### config.mk
export PLATFORM = sky130hd
export DESIGN_NAME = wb_slave_decoder
export DESIGN_NICKNAME = d
export VERILOG_FILES = /design/src/rtl/wb_slave_decoder.sv
export SDC_FILE = /design/constraint.sdc
export NUM_CORES = 1
export LEC_CHECK = 0
export CAP_MARGIN = 30
export CORE_AREA = 2 2 124 126
export DETAILED_ROUTE_END_ITERATION = 16
export DIE_AREA = 0 0 126 128
export GPL_TIMING_DRIVEN = 0
export PLACE_DENSITY = 0.83
export SLEW_MARGIN = 15
export SYNTH_ARGS = -nofsm -noshare
export SYNTH_HDL_FRONTEND = slang
export SYNTH_SLANG_ARGS = --single-unit
### constraint.sdc
create_clock -name clk_i -period 2.2 [get_ports clk_i]
set_input_delay 0.22 -clock clk_i [delete_from_list [all_inputs] [get_ports clk_i]]
set_output_delay 0.22 -clock clk_i [all_outputs]
set_load 0.005 [all_outputs]
### src/rtl/wb_slave_decoder.sv
// Slave-side Wishbone decoder: routes the granted master transfer to one slave by
// address, registers all outbound/return signals, and turns silence into a bus error.
module wb_slave_decoder #(
  parameter int WBS_NUM = 4,
  parameter int TIMEOUT = 255
) (
  input  logic                   clk_i,
  input  logic                   rst_i,
  input  logic                   m_cyc_i,
  input  logic                   m_stb_i,
  input  logic                   m_we_i,
  input  logic [31:0]            m_adr_i,
  input  logic [31:0]            m_dat_i,
  input  logic [3:0]             m_sel_i,
  output logic [31:0]            m_dat_o,
  output logic                   m_ack_o,
  output logic                   m_err_o,
  output logic [WBS_NUM-1:0]     s_cyc_o,
  output logic [WBS_NUM-1:0]     s_stb_o,
  output logic                   s_we_o,
  output logic [31:0]            s_adr_o,
  output logic [31:0]            s_dat_o,
  output logic [3:0]             s_sel_o,
  input  logic [WBS_NUM-1:0]     s_ack_i,
  input  logic [WBS_NUM-1:0]     s_err_i,
  input  logic [32*WBS_NUM-1:0]  s_dat_i
);

  typedef enum logic [1:0] {ST_IDLE, ST_BUSY, ST_WAIT} state_e;

  localparam logic [7:0] WDOG_LAST = 8'(TIMEOUT - 1);

  state_e               state_q, state_d;
  logic [7:0]           wdog_q, wdog_d;
  logic [WBS_NUM-1:0]   sel_q, sel_d;
  logic                 we_q, we_d;
  logic [31:0]          adr_q, adr_d;
  logic [31:0]          wdat_q, wdat_d;
  logic [3:0]           bsel_q, bsel_d;
  logic [31:0]          rdat_q, rdat_d;
  logic                 ack_q, ack_d;
  logic                 err_q, err_d;

  logic [3:0]           req_idx;
  logic                 req_valid;
  logic [WBS_NUM-1:0]   req_onehot;
  logic                 slv_ack;
  logic                 slv_err;
  logic [31:0]          slv_dat;

  assign req_idx   = m_adr_i[31:28];
  assign req_valid = {28'd0, req_idx} < 32'(WBS_NUM);

  // The latched one-hot select doubles as the response mask, so strays from other slaves vanish here.
  assign slv_ack = |(s_ack_i & sel_q);
  assign slv_err = |(s_err_i & sel_q);

  always_comb begin
    req_onehot = '0;
    slv_dat    = '0;
    for (int k = 0; k < WBS_NUM; k++) begin
      req_onehot[k] = (req_idx == 4'(k));
      slv_dat       = slv_dat | (s_dat_i[32*k +: 32] & {32{sel_q[k]}});
    end
  end

  always_comb begin
    // NOTE: every signal gets a default before the case, so no path leaves one unassigned (no latch).
    state_d = state_q;
    wdog_d  = wdog_q;
    sel_d   = sel_q;
    we_d    = we_q;
    adr_d   = adr_q;
    wdat_d  = wdat_q;
    bsel_d  = bsel_q;
    rdat_d  = rdat_q;
    ack_d   = 1'b0;
    err_d   = 1'b0;

    unique case (state_q)
      ST_IDLE: begin
        if (m_cyc_i && m_stb_i) begin
          if (req_valid) begin
            sel_d   = req_onehot;
            we_d    = m_we_i;
            adr_d   = m_adr_i;
            wdat_d  = m_dat_i;
            bsel_d  = m_sel_i;
            wdog_d  = 8'd0;
            state_d = ST_BUSY;
          end else begin
            err_d   = 1'b1;
            state_d = ST_WAIT;
          end
        end
      end

      ST_BUSY: begin
        if (!m_cyc_i) begin
          sel_d   = '0;
          state_d = ST_IDLE;
        end else if (slv_err) begin
          err_d   = 1'b1;
          sel_d   = '0;
          state_d = ST_WAIT;
        end else if (slv_ack) begin
          rdat_d  = slv_dat;
          ack_d   = 1'b1;
          sel_d   = '0;
          state_d = ST_WAIT;
        end else if (wdog_q == WDOG_LAST) begin
          err_d   = 1'b1;
          sel_d   = '0;
          state_d = ST_WAIT;
        end else begin
          wdog_d  = wdog_q + 8'd1;
        end
      end

      ST_WAIT: begin
        state_d = ST_IDLE;
      end

      default: begin
        sel_d   = '0;
        state_d = ST_IDLE;
      end
    endcase
  end

  // NOTE: non-blocking assignments so every flop samples the pre-edge value of its _d.
  always_ff @(posedge clk_i) begin
    if (rst_i) begin
      state_q <= ST_IDLE;
      wdog_q  <= 8'd0;
      sel_q   <= '0;
      we_q    <= 1'b0;
      adr_q   <= 32'd0;
      wdat_q  <= 32'd0;
      bsel_q  <= 4'd0;
      rdat_q  <= 32'd0;
      ack_q   <= 1'b0;
      err_q   <= 1'b0;
    end else begin
      state_q <= state_d;
      wdog_q  <= wdog_d;
      sel_q   <= sel_d;
      we_q    <= we_d;
      adr_q   <= adr_d;
      wdat_q  <= wdat_d;
      bsel_q  <= bsel_d;
      rdat_q  <= rdat_d;
      ack_q   <= ack_d;
      err_q   <= err_d;
    end
  end

  assign m_dat_o = rdat_q;
  assign m_ack_o = ack_q;
  assign m_err_o = err_q;
  assign s_cyc_o = sel_q;
  assign s_stb_o = sel_q;
  assign s_we_o  = we_q;
  assign s_adr_o = adr_q;
  assign s_dat_o = wdat_q;
  assign s_sel_o = bsel_q;

endmodule

## Yosys cells after proc, flatten, opt, wreduce, memory -nomap -nowiden

Cells that the tools add are included.

- Register bits after elaboration: 117
- Bits of input ports: 209

- Reduce and logical (&&, ||, !) cells: 12
- Muxes and demuxes: 29
- Add/sub/neg operators: 1
- Equal/unequal tests: 13
- Magnitude comparators: 1
- Bitwise logic cells: 13

Operators by type and width:

| operator | count |
|---|---|
| $and 32x32->32 | 4 |
| $or 32x32->32 | 3 |
| $mux 8 | 6 |
| $mux 4 | 6 |
| $pmux 8 s2 | 1 |
| $mux 2 | 6 |
| $ne 2x2->1 const B | 6 |
| $pmux 4 s3 | 1 |
| $add 8x1->8 const B | 1 |
| $and 4x4->4 | 2 |
| $eq 4x2->1 const B | 2 |
| $eq 8x8->1 const B | 1 |
| $reduce_and 4->1 | 2 |
| $reduce_or 4->1 | 2 |
| $mux 1 | 7 |
| $reduce_and 7->1 | 1 |
| $reduce_or 7->1 | 1 |
| $ne 5x5->1 const B | 1 |
| $eq 4x1->1 const B | 1 |
| $logic_not 4->1 | 1 |
| $lt 4x3->1 const B | 1 |
| $not 1->1 | 4 |
| $pmux 2 s2 | 1 |
| $reduce_and 3->1 | 1 |
| other kinds (7) | 7 |

## Depth between registers and ports, before layout

Gate-level depths: netlist (run 1).

- Word-level depth: 6
- Depth in mapped cells: 8
- Mapped depth without buffers: 7

## Worst setup path before layout (run 1)

Ideal clock, no wire load.

- Kind: reg-to-reg
- Start point: register sel_q[1], in the netlist s_cyc_o[1]
- End point: register wdog_q[1]
- Setup slack: 0.376 ns
- Data required time: 2.133 ns
- Buffers on the path: 1
- Cell stages (with the launch flop): 7
- Arrival: 1.757 ns
- Library setup time: 0.067 ns
- Cells stage by stage: dfxtp_1 -> buf_2 -> a22oi_1 -> a21oi_1 -> a2111o_1 -> or3_1 -> a21oi_2

- Cells in the longest elaborated chain, start to end: 4
- Elaborated cells between the ends (all ways): 7
- Classes of those cells: eq/ne: 2; bitwise: 2; reduce/logical: 3

RTL lines:

| element | RTL line | RTL |
|---|---|---|
| from (decl) | 35 | `logic [WBS_NUM-1:0] sel_q, sel_d;` |
| from (signal assigned) | 147 | `sel_q <= sel_d;` |
| $and 4x4->4, on equally long branches | 56, 55 |  |
| $reduce_or 4->1, on equally long branches | 56, 55 |  |
| $ne 2x2->1 (no line) | -- |  |
| $reduce_and 7->1 (no line) (*) | -- |  |
| to (signal assigned) | 146 | `wdog_q <= wdog_d;` |
| to (decl) | 34 | `logic [7:0] wdog_q, wdog_d;` |

Every way passes the cells marked *; elsewhere a longest branch is shown, timed or not.
A chain may end at the register's enable or synchronous reset.

## Worst setup path after layout (run 1)

- Start point: register sel_q[1], in the netlist s_cyc_o[1]
- End point: register rdat_q[3], in the netlist m_dat_o[3]

- Cells in the longest elaborated chain, start to end: 4
- Elaborated cells between the ends (all ways): 10
- Classes of those cells: bitwise: 7; reduce/logical: 3

RTL lines:

| element | RTL line | RTL |
|---|---|---|
| $and 4x4->4 / $and 32x32->32 (equally long branches) | 56, 63 |  |
| $reduce_or 4->1 / $or 32x32->32 (equally long branches) | 56, 63 |  |
| $not 1->1 (no line) / $or 32x32->32 (equally long branches) | -- |  |
| $reduce_and 4->1 (no line) / $or 32x32->32 (equally long branches) | -- |  |
| to (signal assigned) | 152 | `rdat_q <= rdat_d;` |
| to (decl) | 40 | `logic [31:0] rdat_q, rdat_d;` |

Parallel ways exist; a longest one is shown, timed or not.

==> results of run 1 <==
[cells in the mapped netlist (2+ instances only)]
cell type / count
a311oi_1: 33
o21ai_0: 6
nor2_1: 47
nand2_1: 143
o211ai_1: 2
inv_1: 2
a21oi_1: 75
buf_2: 13
and3_1: 3
ha_1: 2
a22oi_2: 2
clkbuf_1: 40
or3_1: 2
nand3_1: 5
nand4_1: 3
a22oi_1: 66
buf_4: 4
dfxtp_1: 117
nand4b_1: 2
o21a_1: 2
a31oi_1: 3
nor3_1: 4
and2_1: 4
[placed cells by master, fill, tap and decap left out, types with 2 or more instances in the layout]
master / n
a31oi_1: 3
inv_6: 2
nand2_1: 143
nand4_1: 3
a22oi_2: 4
or3_1: 2
bufinv_16: 3
a311oi_1: 33
clkdlybuf4s50_1: 317
buf_2: 12
inv_1: 2
ha_1: 2
clkbuf_1: 36
clkbuf_2: 4
o21a_1: 2
nand4b_1: 2
nand3_1: 5
a22oi_1: 64
dfxtp_1: 117
and3_1: 3
nor3_1: 4
o21ai_0: 6
and2_1: 4
clkbuf_16: 17
nor2_1: 47
o211ai_1: 2
clkinv_2: 5
clkinvlp_4: 2
buf_4: 9
a21oi_1: 75
[critical path: cells and delay by family (launching register included)]
kind	cells	cell delay, ns
AOI/OAI and AO/OA	2	0.38
buffers and inverters	3	0.74
DFF	1	0.35
and+or+nand+nor	2	0.42
[through the flow]
stage,setup WS [ns],util
CTS,0.05527,0.6006
global route,0.006824,0.6035
global placement,-0.3239,0.5590
detailed placement,-0.3642,0.5590
finish,0.1611,0.6035
floorplan,0.3756,-
[area by class of cell]
| type | instances | area (um^2) | share of cell area |
|---|---|---|---|
| buffer | 57 | 252.7 | 0.02817 |
| clock inverter | 13 | 156.4 | 0.01743 |
| sequential | 117 | 2342 | 0.2611 |
| clock buffer | 18 | 439.2 | 0.04895 |
| inverter | 2 | 7.507 | 0.0008368 |
| multi-input combinational | 421 | 2327 | 0.2594 |
| tap | 188 | 235.2 | 0.02622 |
| timing repair buffer | 322 | 3211 | 0.3579 |
[repair_timing]
item	4_1_cts	5_1_grt
endpoints found under the setup margin	24	55
resized for setup	3	7
cloned	0	1
setup buffers	2	3
pin swaps	1	3
[kinds of logic (layout without fill, tap and decap cells)]
family / Yosys count / after routing / share of synthesized area
AND/OR/NAND/NOR: 220 / 221 / 0.1869
AO/OA/AOI/OAI: 197 / 197 / 0.2765
flip-flops: 117 / 117 / 0.4779
buffers and inverters: 59 / 412 / 0.05157
adder cells (fa/ha/maj): 2 / 2 / 0.005105
multiplexers: 1 / 1 / 0.002042
[worst max path at each step]
stage,depth (start not counted),start,endpoint,slack (ns)
floorplan,6,s_cyc_o[1],wdog_q[1],0.38
global placement,8,m_adr_i[31],s_sel_o[0],-0.32
detailed placement,8,m_adr_i[31],s_adr_o[26],-0.36
CTS,7,s_cyc_o[1],m_dat_o[3],0.06
global route,8,state_q[0],s_adr_o[23],0.007
finish,7,s_cyc_o[1],m_dat_o[3],0.16
[layer usage]
layer | track usage | vias to the layer above | routed length, um
met4 | 0.1047 | 4 | 721
met3 | 0.09766 | 55 | 2169
met2 | 0.4424 | 349 | 10340
met5 | 0 | - | 27
li1 | - | 2824 | -
met1 | 0.2684 | 2777 | 7548
[sequential cells by signal, summed over array words and instances, names as in the netlist]
name,flops
m_ack_o,1
m_dat_o,32
m_err_o,1
s_adr_o,32
s_cyc_o,4
s_dat_o,32
s_sel_o,4
s_we_o,1
state_q,2
wdog_q,8
[power by group]
part | switching, mW | leakage [nW] | internal, mW
Combinational | 0.200 | 1.72 | 0.410
Clock | 1.01 | 0.292 | 1.80
Sequential | 0.0154 | 0.945 | 2.15
Total | 1.22 | 2.96 | 4.36
==> run metrics, run 1 <==
number of synthesized register bits=117; setup TNS=0 ns; maximum operating frequency=490.5 MHz; DP Area=0.008309 mm^2; Cell Area, Synth=0.004901 mm^2; # fillers=1313; Max Cap Viol=0; cell accounting for the most synthesized area=dfxtp_1; total track usage=0.2508; initial core utilization=0.3297; top_reg_cell synth=dfxtp_1; 1st-iter DRT viols=417; area added between synthesis and finish=83.05%; FF-to-FF path depth=7; unrepaired setup endpoints after global routing=no; Avg Synthesized Cell Area=8.223 um^2; worst flop-to-flop path endpoint=m_dat_o[3]; antenna diode count=0; clock skew=0.009092 ns; Worst slew margin=0.5340; CP Capture Type=register; CTS sink cnt=117; Final min period=2.039 ns; WHS Path Cells=3; Final nets=1149; share of the synthesized area in the top cell type=0.4779; post-route ant nets=0; Hold Path Sink=state_q[1]; worst hold path class=input pin to register; Die X=126 um; vias=6009; slowest stage delay, CP=0.35 ns; io pins=320; VDD IR max=0.5850 mV; Yosys cell types=39; Via density=5.280; CP max FO=10; clk_lat worst skew=0.41 ns; placed cell count=1101; CTS buffer count=17; Post-synth EDFFs=0; Crit Path Category=register to register; CTS tree=yes; Arr. time, crit path=2.30 ns; Total Routed Length=20.80 mm; Worst-path clk slew=0.05 ns; leakage power=2.959 nW; top cells by area, synth=dfxtp_1, nand2_1, a22oi_1, a21oi_1, a311oi_1; largest net degree at the start of global routing=17; grt total ovfl=0; DPL Wire Length=15.63 mm; drt first pass iters=5; YS warnings=0; Data required, critical path=2.46 ns; drt drc=0; fin crit share=0.9268; GP Congestion=0.8773; layout cells sized above 1=0.07263; Root Driver=clkbuf_16; post-synth net total=807; Tot Pwr=5.583 mW; final hold viol count=0; detail-routed net length per standard cell=18.28 um; FF-to-FF Start=s_cyc_o[1]; Cell Chain, Critical Path=buf_2, a22oi_2, nand4_1, buf_4, nor2_2, clkbuf_2, a311oi_1; number of port buffers=317; die area=0.01613 mm^2; fin cells=1138; core area=0.01486 mm^2; Hold Crit Start=m_cyc_i; Setup violations, final=0; H-Tree Depth=4; type of origin of the critical path=register; R2R Setup Slk=0.16 ns; Synth Instances=596; Hold Slack=0.2282 ns; Final Slew Violations=0; CTS max path bufs=2; register area share after synthesis=0.4779; Slowest cell on crit path=dfxtp_1; status=complete, no violations; power per cell area=622.3 mW/mm^2; final instance area=0.008971 mm^2; first-pass GRT wire length=31.48 mm; Worst-Margin Slew=0.6991 ns; initial antenna violation count=2; ys async rst share=0; hold buffers post-CTS=0; die height=128 um; row cnt=45; number of global-route vias before repair=6033
(Power assumes the default switching activity.)
==> run 2, diff against run 1 <==
- RECOVER_POWER: default -> 100
- SLEW_MARGIN: 15 -> default
==> run metrics, run 2 (same netlist as run 1, synthesis figures left out) <==
initial antenna violation count=2 (unchanged); type of origin of the critical path=register; CTS buffer count=17 (unchanged); grt total ovfl=0 (unchanged); antenna diode count=0 (unchanged); final hold viol count=0 (unchanged); FF-to-FF Start=s_cyc_o[1]; routed wl met3=2.089 mm (-3.7%); Hold Crit Start=m_cyc_i; Arr. time, crit path=2.34 ns (+0.04 ns); largest net degree at the start of global routing=17 (unchanged); area added between synthesis and finish=83.05% (unchanged); Hold Path Sink=state_q[1]; Data required, critical path=2.46 ns (about the same); # fillers=1313 (unchanged); setup TNS=0 ns (unchanged); most frequent cells in the layout=clkdlybuf4s50_1, nand2_1, dfxtp_1; fin cells=1138 (unchanged); Die X=126 um (unchanged); commonest non-fill, non-tap cell in the layout=clkdlybuf4s50_1; fin crit share=0.9458 (+0.01903); worst hold path class=input pin to register; Setup violations, final=0 (unchanged); Max Cap Viol=0 (unchanged); final instance area=0.008971 mm^2 (unchanged); Via density=5.254 (-0.50%); drt first pass iters=5 (unchanged); number of port buffers=317 (unchanged); H-Tree Depth=4 (unchanged); layout cells sized above 1=0.07263 (unchanged); Most common cell on crit path=clkbuf_2; vias=5979 (-0.50%); detail-routed net length per standard cell=18.27 um (about the same); R2R Setup Slk=0.12 ns (-0.04 ns); drt drc=0 (unchanged); initial core utilization=0.3297 (unchanged); first-pass GRT wire length=31.48 mm (unchanged); CTS max path bufs=2 (unchanged); WHS Path Cells=3 (unchanged); Hold Slack=0.2285 ns (+0.0002760 ns); maximum operating frequency=480.6 MHz (-2.0%); clock skew=0.008554 ns (-0.0005378 ns); Worst-path clk slew=0.05 ns (about the same); VDD IR max=0.5852 mV (about the same); CP max FO=10 (unchanged); fin worst setup slack=0.1193 ns (-0.04187 ns); FF/Latch Area=0.002342 mm^2 (unchanged); status=complete, no violations; FF-to-FF path depth=7 (unchanged); Cell Chain, Critical Path=clkbuf_2, a22oi_2, nand4_1, buf_4, nor2_2, clkbuf_2, a311oi_1; Setup WS pre-CTS=-0.3642 ns (unchanged); Final Slew Violations=0 (unchanged); worst flop-to-flop path endpoint=m_dat_o[3]; core area=0.01486 mm^2 (unchanged); leakage power=3.338 nW (+13%); Root Driver=clkbuf_16; total track usage=0.2508 (unchanged); row cnt=45 (unchanged); GP Congestion=0.8773 (unchanged); io pins=320 (unchanged); post-route ant nets=0 (unchanged); WL met2=10.23 mm (-1.0%); 1st-iter DRT viols=424 (+1.7%); Slowest cell on crit path=dfxtp_1; top routing layer used=met5; met1 wire length=7.690 mm (+1.9%); placed cell count=1101 (unchanged); CTS sink cnt=117 (unchanged); Final nets=1149 (unchanged); Post-Route Utilization=0.6035 (unchanged); Tot Pwr=5.580 mW (about the same); Crit Path Category=register to register; CTS tree=yes; clk_lat worst skew=0.41 ns (about the same); Total Routed Length=20.79 mm (about the same); die area=0.01613 mm^2 (unchanged); Worst-Margin Slew=0.6702 ns (-0.02886 ns); slowest stage delay, CP=0.35 ns (about the same); CP Capture Type=register; Worst slew margin=0.5532 (+0.01924); number of global-route vias before repair=6033 (unchanged); multi-input combinational cell area=0.002327 mm^2 (unchanged); power per cell area=621.9 mW/mm^2 (about the same); DP Area=0.008309 mm^2 (unchanged); DPL Wire Length=15.63 mm (unchanged); Final min period=2.081 ns (+0.04187 ns); die height=128 um (unchanged)
run 2: critical path, delay by kind of cell (launching register included):
family / cells / cell delay [ns]
DFF: 1 / 0.35
AOI/OAI and AO/OA: 2 / 0.40
buffers and inverters: 3 / 0.75
and+or+nand+nor: 2 / 0.42
run 2: area by class of cell:
type | count | area share
inverters | 2 | 0.0008368
repair buffers | 322 | 0.3579
multi-input cells | 421 | 0.2594
plain buffers | 57 | 0.02817
clock inverters | 13 | 0.01743
flip-flops and latches | 117 | 0.2611
well taps | 188 | 0.02622
clock buffers | 18 | 0.04895
run 2: layer usage:
metal	vias to the layer above	track usage
li1	2832	-
met1	2755	0.2684
met2	334	0.4424
met3	54	0.09766
met4	4	0.1047
met5	-	0
run 2: power by group:
part           switching, mW  internal (mW)  total [mW]  leakage (nW)
clock                   1.02           1.80        2.82         0.292
combinational          0.200          0.401       0.601          2.10
sequential            0.0142           2.15        2.16         0.945
total                   1.23           4.35        5.58          3.34
run 2: how the worst max path moves through the flow:
stage	start	end	slack, ns
global route	s_cyc_o[1]	m_dat_o[3]	-0.001
detailed placement	m_adr_i[31]	s_adr_o[26]	-0.36
CTS	s_cyc_o[1]	m_dat_o[3]	0.06
finish	s_cyc_o[1]	m_dat_o[3]	0.12
global placement	m_adr_i[31]	s_sel_o[0]	-0.32
floorplan	s_cyc_o[1]	wdog_q[1]	0.38
run 2: what timing repair did:
item,CTS,global route
setup buffers,2,3
hold buffers,0,0
pin swaps,1,3
gates cloned,0,1
resized for setup,3,7
endpoints found under the setup margin,24,55
==> run 3, diff against run 2 <==
- ABC_AREA: default -> 1
- CORE_AREA: 2 2 124 126 -> 2 2 126 128
- DIE_AREA: 0 0 126 128 -> 0 0 128 130
- PLACE_DENSITY: 0.83 -> 0.84
- RECOVER_POWER: 100 -> 50
- SLEW_MARGIN: default -> 20
==> run metrics, run 3 <==
status=complete, no violations; CTS resizes=0 (-3); drt drc=0 (unchanged); initial antenna violation count=0 (-2); Arr. time, crit path=2.17 ns (-0.17 ns); H-Tree Depth=4 (unchanged); Root Driver=clkbuf_16; VDD IR max=0.5084 mV (-13%); unrepaired setup endpoints after global routing=no; top cells by area, synth=dfxtp_1, nand2_1, a21oi_1, inv_1, o21ai_0; total track usage=0.2198 (-0.03101); worst flop-to-flop path endpoint=s_adr_o[24]; Hold Path Sink=state_q[0]; hold buffers post-CTS=0 (unchanged); number of port buffers=318 (+0.32%); FF-to-FF path depth=8 (+1); share of the synthesized area in the top cell type=0.4381 (-0.03982); Avg Synthesized Cell Area=6.961 um^2 (-15%); Clock Power Share=0.466 (-0.039); register area share after synthesis=0.4381 (-0.03982); leakage power=3.789 nW (+14%); fin cells=1310 (+15%); Hold Crit Start=rst_i; CP Capture Type=register; top_reg_cell synth=dfxtp_1; Synth Instances=768 (+29%); fin crit share=0.8522 (-0.09357); Tot Pwr=5.760 mW (+3.2%); commonest non-fill, non-tap cell in the layout=clkdlybuf4s50_1; ys async rst share=0 (unchanged); Worst-path clk slew=0.06 ns (about the same); R2R Setup Slk=0.33 ns (+0.21 ns); placed cell count=1278 (+16%); Final Slew Violations=0 (unchanged); number of global-route vias before repair=5816 (-3.6%); number of synthesized register bits=117 (unchanged); WHS Path Cells=2 (-1); CTS buffer count=17 (unchanged); cell accounting for the most synthesized area=dfxtp_1; fraction of power consumed by sequential logic=0.384 (-0.003); part of the power in combinational logic=0.150 (+0.042); FF-to-FF Start=state_q[1]; first-pass GRT wire length=28.72 mm (-8.8%); switching share of power=0.2371 (+0.01663); row cnt=46 (+2.2%); Max Cap Viol=0 (unchanged); DP Area=0.008770 mm^2 (+5.5%); core area=0.01542 mm^2 (+3.8%); antenna diode count=0 (unchanged); count leader, synth=nand2_1; Yosys cell types=26 (-33%); maximum operating frequency=533.4 MHz (+11%); Via density=4.774 (-9.1%); post-synth net total=979 (+21%); final hold viol count=0 (unchanged); drt first pass iters=5 (unchanged); Total Routed Length=19.17 mm (-7.8%); setup TNS=0 ns (unchanged); post-route ant nets=0 (unchanged); GP Congestion=0.8113 (-7.5%); final instance area=0.009331 mm^2 (+4.0%); sw power=1.366 mW (+11%); Worst slew margin=0.6331 (+0.07987); area added between synthesis and finish=74.54%; CTS max path bufs=2 (unchanged); type of origin of the critical path=register; 1st-iter DRT viols=283 (-33%); detail-routed net length per standard cell=14.64 um (-20%); clock skew=0.008386 ns (-0.0001680 ns); vias=6254 (+4.6%); YS warnings=0 (unchanged); postcts setup bufs=0 (-2); Post-synth EDFFs=0 (unchanged); Cell Area, Synth=0.005346 mm^2 (+9.1%); CTS sink cnt=117 (unchanged); P_int=4.394 mW (+1.0%); largest net degree at the start of global routing=17 (unchanged); clk_lat worst skew=0.41 ns (about the same); Final nets=1316 (+15%); Data required, critical path=2.50 ns (+0.04 ns); layout cells sized above 1=0.06082 (-0.01181); die height=130 um (+1.6%); Hold Slack=0.1750 ns (-0.05347 ns); power per cell area=617.3 mW/mm^2 (-0.75%); DPL Wire Length=14.88 mm (-4.8%); top cells by count, synth=nand2_1, inv_1, dfxtp_1, a21oi_1, o21ai_0; CTS tree=yes; most frequent cells in the layout=clkdlybuf4s50_1, nand2_1, inv_1; die area=0.01664 mm^2 (+3.2%); worst hold path class=input pin to register; Die X=128 um (+1.6%); CP max FO=10 (unchanged); initial core utilization=0.3466 (+0.01690); Crit Path Category=register to register; Worst-Margin Slew=0.5504 ns (-0.1198 ns); io pins=320 (unchanged); Setup violations, final=0 (unchanged); Final min period=1.875 ns (-0.2058 ns); grt total ovfl=0 (unchanged)
## run 3: area by class of cell
type,count,area [um^2]
clock buffer,21,450.4
timing repair buffer,318,3183
sequential,117,2342
clock inverter,11,127.6
tap,192,240.2
buffer,56,302.8
inverter,121,454.2
fill,1380,6093
multi-input combinational,474,2231
## run 3: worst max-delay path by stage
stage	startpoint	endpoint	slack, ns	depth (start not counted)
after floorplan	wdog_q[0]	wdog_q[2]	0.72	13
after global placement	m_adr_i[31]	s_adr_o[16]	0.29	8
after detailed placement	m_adr_i[31]	s_adr_o[8]	0.26	8
after CTS	s_cyc_o[0]	m_dat_o[24]	0.41	7
after global routing	state_q[1]	s_adr_o[22]	0.14	8
final	state_q[1]	s_adr_o[24]	0.33	8
## run 3: cell families after synthesis
group                      Yosys count  share of synthesized area
DFF                                117                     0.4381
AOI/OAI and AO/OA                  211                     0.1975
and+or+nand+nor                    259                     0.2141
buffers and inverters              177                     0.1423
xor gates and xnor gates             2                   0.003277
adders and majority gates            2                   0.004680
## run 3: power by group through the flow
stage	registers (mW)	logic [mW]	clock network, mW
6_report	2.21	0.862	2.69
5_1_grt	2.22	0.943	2.81
4_1_cts	2.22	0.887	2.72
3_5_place_dp	2.26	0.878	0
3_3_place_gp	2.26	0.869	0
2_1_floorplan	2.26	0.290	0
## run 3: critical path, stage by stage, from the launching register on
cell and delay [ns]:
dfxtp_1 0.36, nor2_4 0.16, inv_2 0.05, nor2_1 0.19, nand3_1 0.24, clkbuf_1 0.29
buf_2 0.25, o21ai_1 0.16, a21oi_1 0.05
## run 3: through the flow
step | worst slack [ns] | utilization
3_5_place_dp | 0.2554 | 0.5685
5_1_grt | 0.1395 | 0.6050
2_1_floorplan | 0.7242 | -
6_report | 0.3251 | 0.6050
4_1_cts | 0.4143 | 0.6060
3_3_place_gp | 0.2945 | 0.5685
## run 3: routing by layer
metal	track usage	wire [um]
met4	0.1021	700
met2	0.3784	9314
met3	0.06068	1428
met1	0.2555	7730
met5	0	0
